==> src/rtl/multicycle_control_if.sv <==
// Control bundle between the multi-cycle control FSM and the MIPS datapath.
// master: the control FSM. slave: the datapath/IR/memory side.
interface multicycle_control_if;
    logic [5:0] opcode;
    logic       mem_ready;
    logic       PCWrite;
    logic       PCWriteCond;
    logic       PCWriteCondNe;
    logic       IorD;
    logic       MemRead;
    logic       MemWrite;
    logic       IRWrite;
    logic       MemtoReg;
    logic       RegDst;
    logic       RegWrite;
    logic       ALUSrcA;
    logic       ExtOp;
    logic [1:0] ALUSrcB;
    logic [1:0] ALUOp;
    logic [1:0] PCSource;
    logic [3:0] state;
    logic       illegal_op;

    modport master (
        input  opcode, mem_ready,
        output PCWrite, PCWriteCond, PCWriteCondNe, IorD, MemRead, MemWrite,
               IRWrite, MemtoReg, RegDst, RegWrite, ALUSrcA, ExtOp,
               ALUSrcB, ALUOp, PCSource, state, illegal_op
    );

    modport slave (
        output opcode, mem_ready,
        input  PCWrite, PCWriteCond, PCWriteCondNe, IorD, MemRead, MemWrite,
               IRWrite, MemtoReg, RegDst, RegWrite, ALUSrcA, ExtOp,
               ALUSrcB, ALUOp, PCSource, state, illegal_op
    );
endinterface

==> src/rtl/multicycle_control.sv <==
// Moore control FSM for the multi-cycle MIPS datapath. Sequences
// fetch/decode/execute/memory/write-back, stalls on mem_ready and traps
// unsupported opcodes back to FETCH with a one-cycle illegal_op pulse.
module multicycle_control #(
    parameter int EXT_OPS  = 1,
    parameter int MEM_WAIT = 1
) (
    input  logic                 clk,
    input  logic                 rst,
    multicycle_control_if.master bus
);
    typedef enum logic [3:0] {
        S_FETCH  = 4'd0,
        S_DECODE = 4'd1,
        S_MEMADR = 4'd2,
        S_MEMRD  = 4'd3,
        S_MEMWB  = 4'd4,
        S_MEMWR  = 4'd5,
        S_EXEC   = 4'd6,
        S_RWB    = 4'd7,
        S_BEQ    = 4'd8,
        S_JUMP   = 4'd9,
        S_ADDIEX = 4'd10,
        S_IWB    = 4'd11,
        S_BNE    = 4'd12,
        S_LOGEX  = 4'd13
    } state_t;

    localparam logic EXT = (EXT_OPS != 0);

    state_t cur;
    state_t nxt;
    logic   ready;

    // Without wait support every memory access completes in one cycle.
    assign ready = (MEM_WAIT != 0) ? bus.mem_ready : 1'b1;

    // State register; reset abandons any in-flight instruction.
    always_ff @(posedge clk) begin
        if (rst) cur <= S_FETCH;
        else     cur <= nxt;
    end

    // Next-state and Moore outputs (IRWrite/PCWrite in FETCH also follow ready).
    always_comb begin
        nxt               = S_FETCH;
        bus.PCWrite       = 1'b0;
        bus.PCWriteCond   = 1'b0;
        bus.PCWriteCondNe = 1'b0;
        bus.IorD          = 1'b0;
        bus.MemRead       = 1'b0;
        bus.MemWrite      = 1'b0;
        bus.IRWrite       = 1'b0;
        bus.MemtoReg      = 1'b0;
        bus.RegDst        = 1'b0;
        bus.RegWrite      = 1'b0;
        bus.ALUSrcA       = 1'b0;
        bus.ExtOp         = 1'b1;
        bus.ALUSrcB       = 2'b00;
        bus.ALUOp         = 2'b00;
        bus.PCSource      = 2'b00;
        bus.illegal_op    = 1'b0;
        unique case (cur)
            S_FETCH: begin
                bus.MemRead = 1'b1;
                bus.ALUSrcB = 2'b01;
                bus.IRWrite = ready;
                bus.PCWrite = ready;
                nxt         = ready ? S_DECODE : S_FETCH;
            end
            S_DECODE: begin
                bus.ALUSrcB = 2'b11;
                case (bus.opcode)
                    6'b100011, 6'b101011: nxt = S_MEMADR;
                    6'b000000:            nxt = S_EXEC;
                    6'b000100:            nxt = S_BEQ;
                    6'b000010:            nxt = S_JUMP;
                    6'b001000:            nxt = S_ADDIEX;
                    6'b000101: begin
                        nxt            = EXT ? S_BNE : S_FETCH;
                        bus.illegal_op = ~EXT;
                    end
                    6'b001100, 6'b001101: begin
                        nxt            = EXT ? S_LOGEX : S_FETCH;
                        bus.illegal_op = ~EXT;
                    end
                    default: begin
                        nxt            = S_FETCH;
                        bus.illegal_op = 1'b1;
                    end
                endcase
            end
            S_MEMADR: begin
                bus.ALUSrcA = 1'b1;
                bus.ALUSrcB = 2'b10;
                nxt         = bus.opcode[3] ? S_MEMWR : S_MEMRD;
            end
            S_MEMRD: begin
                bus.IorD    = 1'b1;
                bus.MemRead = 1'b1;
                nxt         = ready ? S_MEMWB : S_MEMRD;
            end
            S_MEMWB: begin
                bus.RegWrite = 1'b1;
                bus.MemtoReg = 1'b1;
            end
            S_MEMWR: begin
                bus.IorD     = 1'b1;
                bus.MemWrite = 1'b1;
                nxt          = ready ? S_FETCH : S_MEMWR;
            end
            S_EXEC: begin
                bus.ALUSrcA = 1'b1;
                bus.ALUOp   = 2'b10;
                nxt         = S_RWB;
            end
            S_RWB: begin
                bus.RegDst   = 1'b1;
                bus.RegWrite = 1'b1;
            end
            S_BEQ: begin
                bus.ALUSrcA     = 1'b1;
                bus.ALUOp       = 2'b01;
                bus.PCWriteCond = 1'b1;
                bus.PCSource    = 2'b01;
            end
            S_BNE: begin
                bus.ALUSrcA       = 1'b1;
                bus.ALUOp         = 2'b01;
                bus.PCWriteCondNe = 1'b1;
                bus.PCSource      = 2'b01;
            end
            S_JUMP: begin
                bus.PCWrite  = 1'b1;
                bus.PCSource = 2'b10;
            end
            S_ADDIEX: begin
                bus.ALUSrcA = 1'b1;
                bus.ALUSrcB = 2'b10;
                nxt         = S_IWB;
            end
            S_LOGEX: begin
                bus.ALUSrcA = 1'b1;
                bus.ALUSrcB = 2'b10;
                bus.ALUOp   = 2'b11;
                bus.ExtOp   = 1'b0;
                nxt         = S_IWB;
            end
            S_IWB: begin
                bus.RegWrite = 1'b1;
            end
            // Unused encodings recover to FETCH.
            default: nxt = S_FETCH;
        endcase
    end

    assign bus.state = cur;
endmodule

==> src/flat_wrapper.sv <==
// flat-port wrapper written by rule: the top's interface ports become plain ports
module multicycle_control_flat 
#(
    parameter int EXT_OPS  = 1,
    parameter int MEM_WAIT = 1
)
  (clk, rst, bus_opcode, bus_mem_ready, bus_PCWrite, bus_PCWriteCond, bus_PCWriteCondNe, bus_IorD, bus_MemRead, bus_MemWrite, bus_IRWrite, bus_MemtoReg, bus_RegDst, bus_RegWrite, bus_ALUSrcA, bus_ExtOp, bus_ALUSrcB, bus_ALUOp, bus_PCSource, bus_state, bus_illegal_op);
  multicycle_control_if bus_i ();
  input  logic clk;
  input  logic rst;
  input wire logic [$bits(bus_i.opcode)-1:0] bus_opcode;
  input wire logic [$bits(bus_i.mem_ready)-1:0] bus_mem_ready;
  output wire logic [$bits(bus_i.PCWrite)-1:0] bus_PCWrite;
  output wire logic [$bits(bus_i.PCWriteCond)-1:0] bus_PCWriteCond;
  output wire logic [$bits(bus_i.PCWriteCondNe)-1:0] bus_PCWriteCondNe;
  output wire logic [$bits(bus_i.IorD)-1:0] bus_IorD;
  output wire logic [$bits(bus_i.MemRead)-1:0] bus_MemRead;
  output wire logic [$bits(bus_i.MemWrite)-1:0] bus_MemWrite;
  output wire logic [$bits(bus_i.IRWrite)-1:0] bus_IRWrite;
  output wire logic [$bits(bus_i.MemtoReg)-1:0] bus_MemtoReg;
  output wire logic [$bits(bus_i.RegDst)-1:0] bus_RegDst;
  output wire logic [$bits(bus_i.RegWrite)-1:0] bus_RegWrite;
  output wire logic [$bits(bus_i.ALUSrcA)-1:0] bus_ALUSrcA;
  output wire logic [$bits(bus_i.ExtOp)-1:0] bus_ExtOp;
  output wire logic [$bits(bus_i.ALUSrcB)-1:0] bus_ALUSrcB;
  output wire logic [$bits(bus_i.ALUOp)-1:0] bus_ALUOp;
  output wire logic [$bits(bus_i.PCSource)-1:0] bus_PCSource;
  output wire logic [$bits(bus_i.state)-1:0] bus_state;
  output wire logic [$bits(bus_i.illegal_op)-1:0] bus_illegal_op;
  assign bus_i.opcode = bus_opcode;
  assign bus_i.mem_ready = bus_mem_ready;
  assign bus_PCWrite = bus_i.PCWrite;
  assign bus_PCWriteCond = bus_i.PCWriteCond;
  assign bus_PCWriteCondNe = bus_i.PCWriteCondNe;
  assign bus_IorD = bus_i.IorD;
  assign bus_MemRead = bus_i.MemRead;
  assign bus_MemWrite = bus_i.MemWrite;
  assign bus_IRWrite = bus_i.IRWrite;
  assign bus_MemtoReg = bus_i.MemtoReg;
  assign bus_RegDst = bus_i.RegDst;
  assign bus_RegWrite = bus_i.RegWrite;
  assign bus_ALUSrcA = bus_i.ALUSrcA;
  assign bus_ExtOp = bus_i.ExtOp;
  assign bus_ALUSrcB = bus_i.ALUSrcB;
  assign bus_ALUOp = bus_i.ALUOp;
  assign bus_PCSource = bus_i.PCSource;
  assign bus_state = bus_i.state;
  assign bus_illegal_op = bus_i.illegal_op;
  multicycle_control #(.EXT_OPS(EXT_OPS), .MEM_WAIT(MEM_WAIT)) u_core (.clk(clk), .rst(rst), .bus(bus_i));
endmodule
==> config.mk <==
export PLATFORM = sky130hd
export DESIGN_NAME = multicycle_control_flat
export DESIGN_NICKNAME = d
export VERILOG_FILES = /design/src/rtl/multicycle_control_if.sv /design/src/rtl/multicycle_control.sv /design/src/flat_wrapper.sv
export SDC_FILE = /design/constraint.sdc
export NUM_CORES = 1
export LEC_CHECK = 0
export ABC_AREA = 1
export CORE_MARGIN = 4
export CORE_UTILIZATION = 36
export CTS_CLUSTER_SIZE = 12
export DETAILED_ROUTE_END_ITERATION = 7
export PLACE_DENSITY = 0.75
export SLEW_MARGIN = 20
export SYNTH_ARGS = -nofsm -noshare
export SYNTH_HDL_FRONTEND = slang
export SYNTH_SLANG_ARGS = --single-unit
==> constraint.sdc <==
create_clock -name clk -period 1.2 [get_ports clk]
set_input_delay 0.12 -clock clk [delete_from_list [all_inputs] [get_ports clk]]
set_output_delay 0.12 -clock clk [all_outputs]
set_load 0.01 [all_outputs]
* Yosys cells after proc, flatten, opt, wreduce, memory -nomap -nowiden
Index checks and enable logic that the tools add are counted.
Cells by class: equal/unequal tests 21, muxes and demuxes 23, reductions and logical operators 12
Operator list (count):
- 4-bit case mux with 7 select lines | 2
- 4-bit == test (second input constant) | 6
- 6-bit by 4-bit == test with 1-bit output (second input constant) | 3
- 4-bit by 3-bit == test with 1-bit output (second input constant) | 4
- 1-bit two-way mux | 14
- 6-bit by 3-bit == test with 1-bit output (second input constant) | 2
- 6-bit == test (second input constant) | 2
- 2-bit case mux with 3 select lines | 2
- 2-bit OR reduction | 6
- 3-bit two-way mux | 3
- 9-bit OR reduction | 1
- 4-bit by 2-bit == test with 1-bit output (second input constant) | 2
- 6-bit by 2-bit == test with 1-bit output (second input constant) | 1
- 6-bit zero test | 1
- 3-bit OR reduction | 2
- 6-bit OR reduction | 1
- 4-bit by 1-bit == test with 1-bit output (second input constant) | 1
- 4-bit zero test | 1
- 2-bit case mux with 2 select lines | 1
- 1-bit case mux with 2 select lines | 1
Storage, ports and cells: register bits after elaboration 4, bits of input ports 9, logic and storage cells 57

* Longest topological paths before layout
Gate-level depths: netlist (run 1).
word-level depth 4, depth in mapped cells 9, depth with buffers taken out 9

* Worst setup path after synthesis (run 1)
OpenSTA, ideal clock, no wires.
path type register to register, start point register u_core.cur[2], in the netlist u_core.bus.state[2], end point register u_core.cur[0], in the netlist u_core.bus.state[0], setup time 0.109 ns, data arrival time 1.096 ns, required time 1.091 ns, path slack -0.004 ns, stages on the path, launching flop included 8, buffers on the path 0, cells stage by stage dfxtp_1 -> nor2_2 -> nand2_1 -> nor2_1 -> nor3b_2 -> nand3_1 -> nand2_1 -> inv_1
Between the ends: word-level cells in the longest chain between the ends 3, elaborated cells on any way between the ends 10, those cells by class eq/ne: 7; mux: 1; reduce/logical: 2
RTL lines:
- start, declared | RTL line multicycle_control.sv:31 | state_t cur;
- start signal, assigned | RTL line multicycle_control.sv:41 | else cur <= nxt;
- 4-bit == test | RTL line multicycle_control.sv:63 | unique case (cur)
- 2-bit OR reduction (no line)
- 4-bit case mux with 7 select lines (*) | RTL line multicycle_control.sv:63
Mark *: on every way between the ends. The rest lies on a longest branch, timed or not. A chain may end at the register's enable or synchronous reset.

* Worst setup path in the final report (run 1)
start point input bus_opcode[2], end point output bus_illegal_op
Between the ends: word-level cells in the longest chain between the ends 4, elaborated cells on any way between the ends 12, those cells by class eq/ne: 8; mux: 2; reduce/logical: 2
RTL lines:
- start, declared | RTL line flat_wrapper.sv:11 | input wire logic [$bits(bus_i.opcode)-1:0] bus_opcode;
- 6-bit == test, or another cell as far along | RTL line multicycle_control.sv:73 | case (bus.opcode)
- 9-bit OR reduction (no line) (*)
- 1-bit two-way mux (*) | RTL line multicycle_control.sv:73
- 1-bit two-way mux (*) | RTL line multicycle_control.sv:63
- end, declared | RTL line flat_wrapper.sv:29 | output wire logic [$bits(bus_i.illegal_op)-1:0] bus_illegal_op;
Marked as above.

==> summary.txt, run 1 <==
Clocking
  • CTS root buf: clkbuf_4
  • CTS tree: built
  • CTS buffer count: 3
  • H-tree levels: 1
  • Clock sink count: 4
  • Clock buffer depth: 2
  • Clock transition at the registers of the reported paths: approximately 0.04 ns
  • CTS Hold Buffers Added: 0
  • Worst-Skew Late Latency: between 0.2 and 0.25 ns

Worst setup path
  • Worst setup SP type: input port
  • Worst endpoint required time: 1.08 ns
  • Critical path's top delay family: simple AND/OR/NAND/NOR gates
  • Worst-path maximum fanout: 4
  • Crit path largest cell delay: around 0.29 ns
  • Critical-path top delay cell: dlygate4sd2_1
  • Endpoint type of the worst setup path: output port
  • Buffers & Inverters on Critical Path: 3
  • Critical path arrival: between 1 and 1.5 ns
  • Worst-path cell chain: dlygate4sd2_1 -> nand2_1 -> inv_1 -> nand3_1 -> nand2_1 -> nor2_2 -> nand4_1 -> nor2_2 -> buf_2
  • Crit Path Category: input port to output port

Cells and area
  • FILL cells: 54
  • Nets: around 180
  • Area growth syn-to-layout: 129%
  • Largest register FFs: 4
  • Antenna diodes: 0
  • Multi-input gate area: roughly 540 um^2
  • Register area: between 90 and 100 um^2
  • Layout cells sized above 1: about 63%
  • Final core occ: between 90% and 100%

Placement
  • Pre-CTS WS: -0.660 ns
  • Post-DP HPWL: between 1.5 and 2 mm
  • Gp weighted congestion: a little over 0.9
  • Number of port buffers: 31

Die
  • Initial Utilization: 40.5%
  • Ports: 32
  • Die area: approximately 2300 um^2
  • Die Wd: between 40 and 50 um
  • Chip height: between 40 and 50 um
  • Core area: roughly 1400 um^2
  • # rows: 13

Logic synthesis
  • Post-synthesis cell type count: 20
  • Yosys top cell area share: 14.7%
  • Synth warn: 0
  • Mapped Area: 561 um^2
  • Cells after Synth: 102
  • Post-synthesis sequential area ratio: approximately 14%
  • Synth area leaders: nor2_1, dfxtp_1, nand2_1
  • Number of synthesized register bits: 4
  • Total nets after synthesis: around 110
  • Cell taking the most area after synthesis: nor2_1
  • Avg Inst Size Synth: ~5.5 um^2

Timing
  • Setup ws final: -0.284 ns
  • Fin crit share: 124%
  • Min Tclk post-route: 1.48 ns
  • Fmax: 674 MHz
  • Number of setup violations in the final report: 20
  • Worst-Margin Slew: ~0.24 ns
  • Final slew viol count: 0
  • Slew HR: between 80% and 90%
  • Layout Skew: 0.00182 ns
  • Setup repair after global routing missed its margin: true
  • Final hold viol count: 0

Route
  • Wire length per cell: about 19 um
  • DR vias/cell: around 5.6
  • Iteration-0 DRC Markers: 29
  • # DRC: 0
  • Vias post-DR: 1044
  • 1st-pass router iterations: 4
  • Drt total wl: around 3.5 mm
  • ANT nets after route: 0

Run status
  • Failing checks: setup timing
  • Status: complete, but fails checks

Power
  • Pint: about 0.36 mW
  • Clk pwr share: between 30% and 40%
  • Sequential share of power: 24.9%
  • Power Dens Cells: between 400 and 500 nW/um^2
  • Combinational Power Share: 45.0%
  • Peak supply drop: between 0.6 and 0.7 mV
  • Leakage power: 0.704 nW
  • Sw Pwr: between 0.2 and 0.25 mW
  • Switch share: 36.7%

Hold path
  • HP Class: input port to flip-flop

Global routing
  • Number of global-route vias before repair: between 900 and 1000
  • Total gr overflow: 0
  • Largest net degree at the start of global routing: 7
  • First-pass GRT wire length: ~4.2 mm
  • GR Util All Layers: a little over a quarter
  • Initial antenna violation count: 0

Flow run
  • MaxCap Viol Count: 0
## power by group through the flow
stage | logic [mW] | registers [mW] | clock network (mW)
3_5_place_dp | 0.196 | 0.146 | 0
6_report | 0.255 | 0.141 | 0.170
2_1_floorplan | 0.0749 | 0.147 | 0
3_3_place_gp | 0.193 | 0.146 | 0
4_1_cts | 0.196 | 0.139 | 0.169
5_1_grt | 0.269 | 0.142 | 0.184
## worst register-to-register path, stage by stage (launching register included)
cell	delay, ns
dfxtp_4	0.38
inv_2	0.05
nand2_4	0.12
nor2_4	0.06
buf_6	0.12
nor2_8	0.10
buf_4	0.13
nand2_2	0.06
nor2_4	0.10
nand3_1	0.09
nand2_1	0.06
inv_1	0.03
## synthesized netlist by cell type
master	n
nor2_1	22
a21boi_1	1
nand2_2	6
dfxtp_1	4
nand3_1	11
a21oi_1	3
nor3b_2	1
nand4_1	2
o21ai_0	2
nor2_2	6
nand2_4	1
nand3_2	1
inv_2	4
nor2_8	1
o22ai_1	1
nor2_4	1
nand3b_1	1
inv_1	16
nor3_1	1
nand2_1	17
## through the flow
step           cell area, um^2  hold slack, ns  TNS (ns)  instances  total power, mW
2_1_floorplan              562           0.182         0        102            0.222
3_3_place_gp              1090           0.740     -6.59        175            0.339
3_5_place_dp              1090           0.755     -7.08        175            0.342
4_1_cts                   1150           0.507     -1.72        183            0.504
5_1_grt                   1290           0.533     -3.99        185            0.595
6_report                  1290           0.534     -2.94        185            0.567
## final cells by class
class                   instances  share of cell area, %
multi-input cells              78                   41.9
repair buffers                 65                   40.9
flip-flops and latches          4                   7.39
inverters                      20                   6.61
clock buffers                   3                   1.75
well taps                      15                   1.46
## timing repair
| item | in CTS | in global routing |
|---|---|---|
| pin swaps | 12 | 17 |
| buffers inserted | 5 | 3 |
| resized for setup | 115 | 38 |
| endpoints found under the setup margin | 26 | 22 |
## logic make-up after synthesis
| group | count (synthesis) | synth area share (%) |
|---|---|---|
| simple gates | 71 | 65.4 |
| buf+inv | 20 | 13.4 |
| compound gates | 7 | 6.92 |
| flops | 4 | 14.3 |
## metal layers
layer	track usage, %	share of wire, %	vias up
met5	0	0	-
met4	17.7	8.8	0
met3	1.88	8.7	28
met2	44.9	48	74
met1	32.1	34	484
li1	-	-	458
## placed cells by master, fill, tap and decap left out, types with 2 or more instances in the layout
cell | Yosys | final
nor2_1 | 22 | 11
nand2_4 | 1 | 4
buf_6 | 0 | 13
nand2_2 | 6 | 5
inv_1 | 16 | 9
inv_2 | 4 | 7
nor2_4 | 1 | 11
buf_4 | 0 | 26
clkdlybuf4s50_1 | 0 | 2
buf_2 | 0 | 13
nand4_1 | 2 | 2
a21oi_1 | 3 | 2
dlygate4sd2_1 | 0 | 10
inv_4 | 0 | 4
nor2_2 | 6 | 7
nand3_2 | 1 | 2
nand3_1 | 11 | 9
clkbuf_4 | 0 | 3
nand2_1 | 17 | 15
dfxtp_4 | 0 | 4
## path summary, 6_finish.rpt
kind | startpoint | to | slack (ns) | cells after the start
setup / recovery | bus_opcode[2] | bus_illegal_op | -0.28 | 9
hold / removal | rst | u_core.bus.state[1] | 0.53 | 2
setup reg to reg | u_core.bus.state[1] | u_core.bus.state[0] | -0.20 | 11
hold reg to reg | u_core.bus.state[0] | u_core.bus.state[1] | 0.87 | 5
No activity file was read; power rests on OpenSTA's default activity.
==> run 2, diff against run 1 <==
--- a/config.mk
+++ b/config.mk
@@ -8,2 +8,3 @@
 export ABC_AREA = 1
+export CAP_MARGIN = 20
 export CORE_MARGIN = 4
==> constraint.sdc (replaced) <==
create_clock -name clk -period 1.2 [get_ports clk]
set_input_delay 0.24 -clock clk [delete_from_list [all_inputs] [get_ports clk]]
set_output_delay 0.24 -clock clk [all_outputs]
set_load 0.01 [all_outputs]
==> summary.txt, run 2 (synthesis gave the netlist of run 1 again) <==
Worst setup path
  • Worst-path maximum fanout: 4
  • Endpoint type of the worst setup path: output port
  • Worst-path cell chain: dlygate4sd2_1 -> inv_1 -> nor2_1 -> nand3_1 -> nand2_1 -> nor2_2 -> nand4_1 -> nor2_2 -> buf_2
  • Critical path arrival: 1.35 ns
  • Crit Path Category: input port to output port
  • Reg2Reg Depth: 11
  • Worst endpoint required time: approximately 0.96 ns
  • Crit path largest cell delay: between 0.2 and 0.3 ns
  • Worst setup SP type: input port
  • Most frequent CP cell: nor2_2
  • Critical-path top delay cell: dlygate4sd2_1

Clocking
  • Clock sink count: 4
  • CTS root buf: clkbuf_4
  • Clock transition at the registers of the reported paths: approximately 0.030 ns
  • CTS buffer count: 3
  • H-tree levels: 1
  • CTS tree: built
  • CTS Hold Buffers Added: 0
  • Clock buffer depth: 2
  • Worst-Skew Late Latency: around 0.23 ns

Route
  • Vias post-DR: 1021
  • Drt total wl: roughly 3.2 mm
  • Iteration-0 DRC Markers: 58
  • ANT nets after route: 0
  • DR vias/cell: ~5.5
  • # DRC: 0
  • 1st-pass router iterations: 4
  • Wire length per cell: roughly 18 um

Global routing
  • GR Util All Layers: around 25%
  • Number of global-route vias before repair: a little over 900
  • First-pass GRT wire length: just under 4 mm
  • Initial antenna violation count: 0
  • Total gr overflow: 0
  • Largest net degree at the start of global routing: 7

Timing
  • Fmax: approximately 630 MHz
  • Final hold viol count: 0
  • Worst-Margin Slew: roughly 0.23 ns
  • Number of setup violations in the final report: 23
  • Slew HR: 84.7%
  • Final TNS setup: -5.31 ns
  • Setup repair after global routing missed its margin: true
  • Setup ws final: -0.391 ns
  • Min Tclk post-route: about 1.6 ns
  • Final slew viol count: 0
  • Layout Skew: around 0.0041 ns
  • Fin crit share: 133%
  • Hold WS: ~0.56 ns

Power
  • Peak supply drop: between 0.5 and 0.6 mV
  • Leakage power: around 0.68 nW
  • Design Power: 0.550 mW
  • Power Dens Cells: around 440 nW/um^2

Cells and area
  • Nets: 180
  • Commonest non-fill, non-tap cell in the layout: buf_4
  • Antenna diodes: 0
  • Area growth syn-to-layout: 125%
  • Largest register FFs: 4
  • FILL cells: 69
  • Final cell count without fillers: 184
  • Layout cells sized above 1: between 60% and 70%
  • Commonest cells after routing, fill and taps aside: buf_4, nand2_1, buf_6

Hold path
  • Min-Delay Path Depth: 6
  • HP Class: input port to flip-flop

Die
  • Die area: approximately 2300 um^2
  • Chip height: between 40 and 50 um
  • Initial Utilization: about two fifths
  • Ports: 32
  • # rows: 13
  • Core area: 1380 um^2
  • Die Wd: approximately 47 um

Flow run
  • MaxCap Viol Count: 0

Run status
  • Failing checks: setup timing
  • Status: complete, but fails checks

Placement
  • Gp weighted congestion: just under 0.9
  • Placed Instances: roughly 170
  • Post-DP HPWL: 1.74 mm
  • Number of port buffers: 31
run 2: changes by cell type in the layout (fill, tap and decap cells not counted), moves of 2 or more:
cell and change:
inv_4 -2, dlygate4sd2_1 -3, nand2_2 +2, nand2_4 -2, nand3_2 +2
run 2: where the power goes:
| group | leakage [nW] | internal (mW) | total, mW | switching [mW] |
|---|---|---|---|---|
| combinational | 0.627 | 0.115 | 0.244 | 0.129 |
| sequential | 0.0355 | 0.131 | 0.140 | 0.00926 |
| clock | 0.0138 | 0.112 | 0.166 | 0.0540 |
run 2: worst max-delay path, delay by kind of cell:
family | cells | cell delay, ns
buffers and inverters | 3 | 0.51
and+or+nand+nor | 6 | 0.59
run 2: layout make-up:
| cell class | count | area, um^2 | share of cell area (%) |
|---|---|---|---|
| sequential | 4 | 95.1 | 7.53 |
| clock buffer | 3 | 22.5 | 1.78 |
| tap | 15 | 18.8 | 1.49 |
| timing repair buffer | 64 | 520 | 41.2 |
| multi-input combinational | 78 | 526 | 41.6 |
| inverter | 20 | 80.1 | 6.34 |
run 2: final timing paths:
check | startpoint | end | slack, ns
max | bus_opcode[1] | bus_illegal_op | -0.39
min | bus_opcode[3] | u_core.bus.state[2] | 0.56
max reg2reg | u_core.bus.state[3] | u_core.bus.state[0] | -0.24
min reg2reg | u_core.bus.state[0] | u_core.bus.state[1] | 0.91
run 2: timing repair:
item | in CTS | in global routing
setup buffers | 7 | 2
resized for setup | 125 | 19
endpoints found under the setup margin | 27 | 24
pin swaps | 12 | 10
endpoints found under the hold margin | 0 | 0
run 2: through the flow:
step           area [um^2]  utilization (%)  worst slack [ns]
3_5_place_dp          1080             78.5            -0.907
3_3_place_gp          1080             78.5            -0.865
2_1_floorplan          576                -       -0.00000822
5_1_grt               1260             91.3            -0.479
6_report              1260             91.3            -0.391
4_1_cts               1190             85.9            -0.290
run 2: per-layer routing:
metal,vias to the layer above,global-route usage [%],part of all wire (%)
li1,458,-,-
met1,468,28.6,36
met2,77,40.6,51
met3,18,3.38,8.1
met4,0,18.2,5.2
met5,-,0,0
